$ cat src/rtl/hazard_unit_param_if.sv
// ============================================================================
// Module : hazard_unit_param_if
// Brief  : Pipeline-side bundle of the hazard unit (ID/EX/MEM/WB info in,
//          stall/flush/forward controls out).
// Rev    : 1.0
// ============================================================================
`default_nettype none

interface hazard_unit_param_if #(
    parameter int REG_W = 5,
    parameter int CNT_W = 16
);
    logic             id_valid;
    logic [REG_W-1:0] rs_id;
    logic [REG_W-1:0] rt_id;
    logic             uses_rs_id;
    logic             uses_rt_id;
    logic [REG_W-1:0] rt_ex;
    logic             mem_to_reg_ex;
    logic [REG_W-1:0] rs_ex;
    logic [REG_W-1:0] rt_ex_src;
    logic [REG_W-1:0] rd_mem;
    logic             reg_write_mem;
    logic [REG_W-1:0] rd_wb;
    logic             reg_write_wb;
    logic             branch_taken;
    logic             stall;
    logic             bubble_ex;
    logic             flush;
    logic [1:0]       fwd_a;
    logic [1:0]       fwd_b;
    logic [CNT_W-1:0] stall_cycles;

    modport master (
        output id_valid, rs_id, rt_id, uses_rs_id, uses_rt_id,
               rt_ex, mem_to_reg_ex, rs_ex, rt_ex_src,
               rd_mem, reg_write_mem, rd_wb, reg_write_wb, branch_taken,
        input  stall, bubble_ex, flush, fwd_a, fwd_b, stall_cycles
    );

    modport slave (
        input  id_valid, rs_id, rt_id, uses_rs_id, uses_rt_id,
               rt_ex, mem_to_reg_ex, rs_ex, rt_ex_src,
               rd_mem, reg_write_mem, rd_wb, reg_write_wb, branch_taken,
        output stall, bubble_ex, flush, fwd_a, fwd_b, stall_cycles
    );
endinterface

`default_nettype wire

$ cat src/rtl/hazard_unit_param.sv
// ============================================================================
// Module : hazard_unit_param
// Brief  : Load-use stall (LOAD_LAT cycles), branch flush, EX forwarding
//          selects and a saturating stall-cycle counter.
// Rev    : 1.0
// ============================================================================
`default_nettype none

module hazard_unit_param #(
    parameter int REG_W    = 5,
    parameter int LOAD_LAT = 1,
    parameter int ZERO_REG = 1,
    parameter int CNT_W    = 16
) (
    input  wire logic             clk,
    input  wire logic             rst,
    hazard_unit_param_if.slave    bus
);

    localparam logic [3:0] c_CNT_INIT = (LOAD_LAT > 1) ? 4'(LOAD_LAT - 2) : 4'd0;

    typedef enum logic [0:0] {
        S_IDLE = 1'b0,
        S_HOLD = 1'b1
    } state_t;

    state_t           r_state;
    logic [3:0]       r_cnt;
    logic [CNT_W-1:0] r_stall_cycles;

    logic w_detect;
    logic w_stall;

    // Exact compare; register 0 is hardwired and never a real producer.
    function automatic logic f_match(input logic [REG_W-1:0] x,
                                     input logic [REG_W-1:0] y);
        return (x == y) && !((ZERO_REG != 0) && (x == '0));
    endfunction

    always_comb begin
        w_detect = bus.id_valid & bus.mem_to_reg_ex &
                   ((bus.uses_rs_id & f_match(bus.rs_id, bus.rt_ex)) |
                    (bus.uses_rt_id & f_match(bus.rt_id, bus.rt_ex)));
        if (bus.branch_taken)
            w_stall = 1'b0;
        else if (r_state == S_HOLD)
            w_stall = 1'b1;
        else
            w_stall = w_detect;
    end

    always_comb begin
        bus.fwd_a = 2'b00;
        if (bus.reg_write_mem && f_match(bus.rs_ex, bus.rd_mem))
            bus.fwd_a = 2'b10;
        else if (bus.reg_write_wb && f_match(bus.rs_ex, bus.rd_wb))
            bus.fwd_a = 2'b01;

        bus.fwd_b = 2'b00;
        if (bus.reg_write_mem && f_match(bus.rt_ex_src, bus.rd_mem))
            bus.fwd_b = 2'b10;
        else if (bus.reg_write_wb && f_match(bus.rt_ex_src, bus.rd_wb))
            bus.fwd_b = 2'b01;
    end

    assign bus.stall        = w_stall;
    assign bus.bubble_ex    = w_stall;
    assign bus.flush        = bus.branch_taken;
    assign bus.stall_cycles = r_stall_cycles;

    // The first stall cycle is combinational from IDLE; HOLD supplies the rest.
    always_ff @(posedge clk or negedge rst) begin
        if (!rst) begin
            r_state        <= S_IDLE;
            r_cnt          <= 4'd0;
            r_stall_cycles <= '0;
        end else begin
            if (w_stall && (r_stall_cycles != '1))
                r_stall_cycles <= r_stall_cycles + CNT_W'(1);

            case (r_state)
                S_IDLE: begin
                    if (w_stall && (LOAD_LAT > 1)) begin
                        r_state <= S_HOLD;
                        r_cnt   <= c_CNT_INIT;
                    end
                end
                S_HOLD: begin
                    if (bus.branch_taken) begin
                        r_state <= S_IDLE;
                        r_cnt   <= 4'd0;
                    end else if (r_cnt == 4'd0) begin
                        r_state <= S_IDLE;
                    end else begin
                        r_cnt <= r_cnt - 4'd1;
                    end
                end
                default: begin
                    r_state <= S_IDLE;
                    r_cnt   <= 4'd0;
                end
            endcase
        end
    end

endmodule

`default_nettype wire

$ cat src/flat_wrapper.sv
// flat-port wrapper written by rule: the top's interface ports become plain ports
module hazard_unit_param_flat 
#(
    parameter int REG_W    = 5,
    parameter int LOAD_LAT = 1,
    parameter int ZERO_REG = 1,
    parameter int CNT_W    = 16
)
  (clk, rst, bus_id_valid, bus_rs_id, bus_rt_id, bus_uses_rs_id, bus_uses_rt_id, bus_rt_ex, bus_mem_to_reg_ex, bus_rs_ex, bus_rt_ex_src, bus_rd_mem, bus_reg_write_mem, bus_rd_wb, bus_reg_write_wb, bus_branch_taken, bus_stall, bus_bubble_ex, bus_flush, bus_fwd_a, bus_fwd_b, bus_stall_cycles);
  hazard_unit_param_if #(.REG_W(REG_W), .CNT_W(CNT_W)) bus_i ();
  input  wire logic clk;
  input  wire logic rst;
  input wire logic [$bits(bus_i.id_valid)-1:0] bus_id_valid;
  input wire logic [$bits(bus_i.rs_id)-1:0] bus_rs_id;
  input wire logic [$bits(bus_i.rt_id)-1:0] bus_rt_id;
  input wire logic [$bits(bus_i.uses_rs_id)-1:0] bus_uses_rs_id;
  input wire logic [$bits(bus_i.uses_rt_id)-1:0] bus_uses_rt_id;
  input wire logic [$bits(bus_i.rt_ex)-1:0] bus_rt_ex;
  input wire logic [$bits(bus_i.mem_to_reg_ex)-1:0] bus_mem_to_reg_ex;
  input wire logic [$bits(bus_i.rs_ex)-1:0] bus_rs_ex;
  input wire logic [$bits(bus_i.rt_ex_src)-1:0] bus_rt_ex_src;
  input wire logic [$bits(bus_i.rd_mem)-1:0] bus_rd_mem;
  input wire logic [$bits(bus_i.reg_write_mem)-1:0] bus_reg_write_mem;
  input wire logic [$bits(bus_i.rd_wb)-1:0] bus_rd_wb;
  input wire logic [$bits(bus_i.reg_write_wb)-1:0] bus_reg_write_wb;
  input wire logic [$bits(bus_i.branch_taken)-1:0] bus_branch_taken;
  output wire logic [$bits(bus_i.stall)-1:0] bus_stall;
  output wire logic [$bits(bus_i.bubble_ex)-1:0] bus_bubble_ex;
  output wire logic [$bits(bus_i.flush)-1:0] bus_flush;
  output wire logic [$bits(bus_i.fwd_a)-1:0] bus_fwd_a;
  output wire logic [$bits(bus_i.fwd_b)-1:0] bus_fwd_b;
  output wire logic [$bits(bus_i.stall_cycles)-1:0] bus_stall_cycles;
  assign bus_i.id_valid = bus_id_valid;
  assign bus_i.rs_id = bus_rs_id;
  assign bus_i.rt_id = bus_rt_id;
  assign bus_i.uses_rs_id = bus_uses_rs_id;
  assign bus_i.uses_rt_id = bus_uses_rt_id;
  assign bus_i.rt_ex = bus_rt_ex;
  assign bus_i.mem_to_reg_ex = bus_mem_to_reg_ex;
  assign bus_i.rs_ex = bus_rs_ex;
  assign bus_i.rt_ex_src = bus_rt_ex_src;
  assign bus_i.rd_mem = bus_rd_mem;
  assign bus_i.reg_write_mem = bus_reg_write_mem;
  assign bus_i.rd_wb = bus_rd_wb;
  assign bus_i.reg_write_wb = bus_reg_write_wb;
  assign bus_i.branch_taken = bus_branch_taken;
  assign bus_stall = bus_i.stall;
  assign bus_bubble_ex = bus_i.bubble_ex;
  assign bus_flush = bus_i.flush;
  assign bus_fwd_a = bus_i.fwd_a;
  assign bus_fwd_b = bus_i.fwd_b;
  assign bus_stall_cycles = bus_i.stall_cycles;
  hazard_unit_param #(.REG_W(REG_W), .LOAD_LAT(LOAD_LAT), .ZERO_REG(ZERO_REG), .CNT_W(CNT_W)) u_core (.clk(clk), .rst(rst), .bus(bus_i));
endmodule
$ cat config.mk
export PLATFORM = sky130hd
export DESIGN_NAME = hazard_unit_param_flat
export DESIGN_NICKNAME = d
export VERILOG_FILES = /design/src/rtl/hazard_unit_param_if.sv /design/src/rtl/hazard_unit_param.sv /design/src/flat_wrapper.sv
export SDC_FILE = /design/constraint.sdc
export NUM_CORES = 1
export LEC_CHECK = 0
export CORE_MARGIN = 3
export CORE_UTILIZATION = 38
export DETAILED_ROUTE_END_ITERATION = 8
export PLACE_DENSITY = 0.87
export REMOVE_ABC_BUFFERS = 1
export SYNTH_ARGS = -nofsm -noshare
export SYNTH_HDL_FRONTEND = slang
export SYNTH_SLANG_ARGS = --single-unit
$ cat constraint.sdc
create_clock -name clk -period 1.8 [get_ports clk]
set_input_delay 0.18 -clock clk [delete_from_list [all_inputs] [get_ports clk]]
set_output_delay 0.18 -clock clk [all_outputs]
set_load 0.03 [all_outputs]
# Word level (Yosys, flattened, before mapping)

Cells that the tools add are included.

Add/sub/neg operators: 2
Equality and inequality tests: 8
Mux-type cells: 11
Bitwise operators: 5
Reductions and logical operators: 21

Operators with widths:

| cell                                             | count |
|---|---|
| == test 5 bit                                    | 6 |
| logical NOT 5 bit                                | 4 |
| adder 16 x 1 -> 16 bit, second input constant    | 1 |
| != test 16 bit, second input constant            | 1 |
| logical AND 1 bit                                | 11 |
| two-way mux 4 bit                                | 2 |
| two-way mux 1 bit                                | 7 |
| AND 1 bit                                        | 4 |
| logical NOT 1 bit                                | 4 |
| logical NOT 4 bit                                | 1 |
| two-way mux 2 bit                                | 2 |
| subtractor 4 x 1 -> 4 bit, second input constant | 1 |
| != test 2 bit, second input constant             | 1 |
| AND reduction 2 bit                              | 1 |
| OR 1 bit                                         | 1 |

Flip-flop bits (word level): 21
Input port bits: 44
Word-level logic and storage cells: 50

# Depth between registers and ports, before layout

Depth in word-level cells: 9
Mapped depth: 8
Depth with buffers taken out: 8

# Worst setup path before layout

OpenSTA, ideal clock, no wires.

Path type: input to output
From: in bus_rs_ex[1]
To: out bus_fwd_a[0]
Arrival: 2.010 ns
Required time: 1.620 ns
Slack: -0.390 ns
Stages on the path: 4
Cells stage by stage: or4_1 -> nor2_1 -> nor4_1 -> nor4_1

Longest elaborated chain between the ends: 6
Elaborated cells on any way between the ends: 10

RTL lines:

| item                | line                    | source |
|---|---|---|
| start, declared     | flat_wrapper.sv:20      | `input wire logic [$bits(bus_i.rs_ex)-1:0] bus_rs_ex;` |
| logical NOT 5 bit   | hazard_unit_param.sv:37 | `return (x == y) && !((ZERO_REG != 0) && (x == '0));` |
| logical NOT 1 bit   | hazard_unit_param.sv:37 |  |
| logical AND 1 bit   | hazard_unit_param.sv:37 |  |
| logical AND 1 bit   | hazard_unit_param.sv:56 | `else if (bus.reg_write_wb && f_match(bus.rs_ex, bus.rd_wb))` |
| two-way mux 1 bit   | hazard_unit_param.sv:56 |  |
| two-way mux 2 bit * | hazard_unit_param.sv:54 | `if (bus.reg_write_mem && f_match(bus.rs_ex, bus.rd_mem))` |
| end, declared       | flat_wrapper.sv:30      | `output wire logic [$bits(bus_i.fwd_a)-1:0] bus_fwd_a;` |

Every way passes the cells marked *; elsewhere a longest branch is shown, timed or not.

# Worst setup path after layout

From: in bus_rt_ex[1]
To: reg u_core.r_stall_cycles[3] (netlist: u_core.bus.stall_cycles[3])

Longest elaborated chain between the ends: 8
Elaborated cells on any way between the ends: 11

RTL lines:

| item                         | line                                             | source |
|---|---|---|
| start, declared              | flat_wrapper.sv:18                               | `input wire logic [$bits(bus_i.rt_ex)-1:0] bus_rt_ex;` |
| == test 5 bit                | hazard_unit_param.sv:37                          |  |
| logical AND 1 bit            | hazard_unit_param.sv:37                          |  |
| AND 1 bit (on tied branches) | hazard_unit_param.sv:42, hazard_unit_param.sv:43 |  |
| OR 1 bit *                   | hazard_unit_param.sv:42                          | `((bus.uses_rs_id & f_match(bus.rs_id, bus.rt_ex)) \|` |
| AND 1 bit *                  | hazard_unit_param.sv:41                          | `w_detect = bus.id_valid & bus.mem_to_reg_ex &` |
| two-way mux 1 bit *          | hazard_unit_param.sv:46                          | `else if (r_state == S_HOLD)` |
| two-way mux 1 bit *          | hazard_unit_param.sv:44                          | `if (bus.branch_taken)` |
| logical AND 1 bit *          | hazard_unit_param.sv:78                          | `if (w_stall && (r_stall_cycles != '1))` |
| end signal, assigned         | hazard_unit_param.sv:79                          | `r_stall_cycles <= r_stall_cycles + CNT_W'(1);` |
| end, declared                | hazard_unit_param.sv:29                          | `logic [CNT_W-1:0] r_stall_cycles;` |

Marks and branches as above.
A chain may end at the register's enable or synchronous reset.

==> flow_summary.ini <==
[outcome]
status = complete, but fails checks
violations = negative setup slack

[timing]
fin_skew_ns = 0.008641
max_freq_mhz = 554.6
timing.final.crit_share_pct = 100.2
setup_viol = 1
maxSlewViolCount = 0
hold_viol_final = 0
relSlewSlack_pct = 70.85
worst_slew_pin_slew_ns = 0.4361
rsz0062_at_grt = true
layout_setup_ws_ns = -0.003221
period_minus_slack_ns = 1.803
hold_ws_ns = 0.2470

[detailed_routing]
vias = 1602
drt_first_pass_iters = 4
wl_per_cell_microns = 15.27
drt_iter0_markers = 38
drcViolationCount = 0
avgViaCountPerCell = 5.054
wirelength_mm = 4.842
ant_nets = 0

[cells_and_area]
final_cell_mix = buf_4, clkdlybuf4s50_1, xnor2_1, dfrtp_1, nand2_1
fillers = 266
final-seq-area_sq_um = 525.5
mostFrequentLayoutCell = buf_4
diodes = 0
syn_to_final_growth_pct = 86.64
nets = 317
stdcell_count = 317
drive_above_1_share_pct = 37.17
multi_input_area_sq_um = 1154

[setup_path]
required_ns = 1.95
worst_setup_path_end_kind = flip-flop
crit_arrival_ns = 1.95
worst_r2r_endpoint = u_core.bus.stall_cycles[13]
rr_startpoint = u_core.bus.stall_cycles[7]
worstSetupPathType = input port to flip-flop
reg2reg_depth = 7
critPathLaunch = bus_rt_ex[1]
start_kind = input port
crit_path_end = u_core.bus.stall_cycles[3]
crit_fanout = 8
regToRegSetupSlack_ns = 0.11

[flow_run]
timing.max_cap.violations = 0

[place]
dp_cells = 304
io_buffers = 66
dp_hpwl_mm = 3.544
place_congestion = 0.7969

[global_route]
grt_pass1_wl_mm = 7.176
grt_overflow = 0
track_usage_pct = 20.50
antenna_found_initial = 0
grt_max_degree = 22
grt_pass1_vias = 1599

[power_and_ir_drop]
peakVddDrop_mv = 0.6723
p_per_area_nw_per_um2 = 463.9
total_power_mw = 1.298
p_leak_nw = 1.338

[clock_tree]
postCtsHoldBufs = 0
ctsRootBufferMaster = clkbuf_8
clk_pin_slew_ns = 0.08
clock-sinks = 21
cts_tree = yes
numCtsBuffers = 3
clk_path_buf_depth = 2
insertion_delay_ns = 0.26
cts.htree.levels = 1

[floorplan]
core_sq_um = 3744
start_util_pct = 40.04
die_area_sq_um = 4734
fp.dieH_microns = 68.81
rows = 22
die_x_microns = 68.81
io_pins = 67

[synth]
synth_area_leaders = dfrtp_1, xnor2_1, xor2_1, nand2_1, nor4_1
syn_area_sq_um = 1499
syn-instance-count = 160
avgSynthCellArea_sq_um = 9.368
post-synth-top-area-cell = dfrtp_1
synth-seq-area-share_pct = 35.06
ys_ff_latch = 21
yosys.cell_types.count = 35
yosys.area.top_type_share_pct = 35.06
yosys_warnings = 0

[hold_path]
hold_class = input port to async pin
[kinds of logic (layout without fill, tap and decap cells)]
| family | count (synthesis) | in the layout | synth area share [%] |
|---|---|---|---|
| adder cells (fa/ha/maj) | 3 | 3 | 2.504 |
| buffers and inverters | 11 | 120 | 3.756 |
| AO/OA/AOI/OAI | 10 | 10 | 4.340 |
| AND/OR/NAND/NOR | 70 | 70 | 27.13 |
| XOR/XNOR | 41 | 41 | 23.96 |
| multiplexers | 4 | 4 | 3.255 |
| flip-flops | 21 | 21 | 35.06 |
[cell type report]
| cell class | count | area share, % |
|---|---|---|
| clock buffers | 4 | 1.610 |
| inverters | 7 | 1.029 |
| multi-input cells | 128 | 41.23 |
| well taps | 48 | 2.147 |
| repair buffers | 109 | 35.20 |
| flip-flops and latches | 21 | 18.78 |
[timing repair]
item | CTS | global route
setup endpoints to repair | 22 | 21
setup buffers | 1 | 8
gates resized for setup | 92 | 37
pin swaps | 29 | 26
[routing by layer]
layer | vias up | wire length (microns) | track usage (%) | share of wire (%)
li1 | 775 | - | - | -
met1 | 755 | 1912 | 23.55 | 39
met2 | 56 | 2519 | 36.47 | 52
met3 | 16 | 226 | 2.269 | 4.7
met4 | 0 | 183 | 11.92 | 3.8
met5 | - | 0 | 0 | 0
[report_power, final]
| group | internal (mW) | leakage [nW] | switching (mW) |
|---|---|---|---|
| Combinational | 0.240 | 1.03 | 0.212 |
| Clock | 0.158 | 0.0228 | 0.150 |
| Sequential | 0.510 | 0.281 | 0.0285 |
[state kept, by name, summed over array words and instances (netlist names)]
signal,count
u_core.bus.stall_cycles,16
u_core.r_state,1
u_core.r_cnt,4
[cell usage after synthesis]
master / number
a211oi_2: 1
a21oi_1: 2
a21oi_2: 1
and2b_2: 1
and3_1: 1
and3b_1: 1
and4_1: 1
buf_1: 1
buf_4: 2
buf_6: 1
dfrtp_1: 21
ha_1: 3
inv_1: 7
mux2_1: 2
mux2_2: 1
mux2_4: 1
nand2_1: 17
nand2b_1: 3
nand3_1: 3
nand4_1: 8
nor2_1: 6
nor2_2: 2
nor3_1: 7
nor3_4: 1
nor3b_1: 2
nor4_1: 9
nor4_2: 1
nor4b_1: 2
o21ai_0: 3
o22ai_1: 3
or2_2: 2
or4_1: 2
or4_4: 1
xnor2_1: 24
xor2_1: 17
[worst min path at each step]
stage                                       end  depth (start not counted)                        start
global route         u_core.bus.stall_cycles[3]                          2                          rst
CTS                  u_core.bus.stall_cycles[3]                          2                          rst
finish               u_core.bus.stall_cycles[2]                          2                          rst
detailed placement   u_core.bus.stall_cycles[5]                          1   u_core.bus.stall_cycles[5]
floorplan            u_core.bus.stall_cycles[0]                          0                          rst
global placement    u_core.bus.stall_cycles[15]                          1  u_core.bus.stall_cycles[15]
[metrics by stage]
stage	area, sq um	setup WS, ns	utilization [%]	TNS, ns
final	2798	-0.003221	74.73	-0.003221
after global routing	2798	-0.07655	74.73	-0.1932
after CTS	2680	0.001700	71.59	0
after detailed placement	2435	-0.6114	65.04	-9.066
after global placement	2435	-0.5511	65.04	-7.651
after floorplan	1469	-0.3904	-	-1.892
[critical path, cell delays in order]
cell,delay (ns)
buf_8,0.10
or4_4,0.56
a21oi_4,0.19
nor4_4,0.07
nor3_4,0.21
buf_6,0.19
buf_8,0.15
buf_6,0.10
nor3_4,0.03
xor2_1,0.17
(Power assumes the default switching activity.)
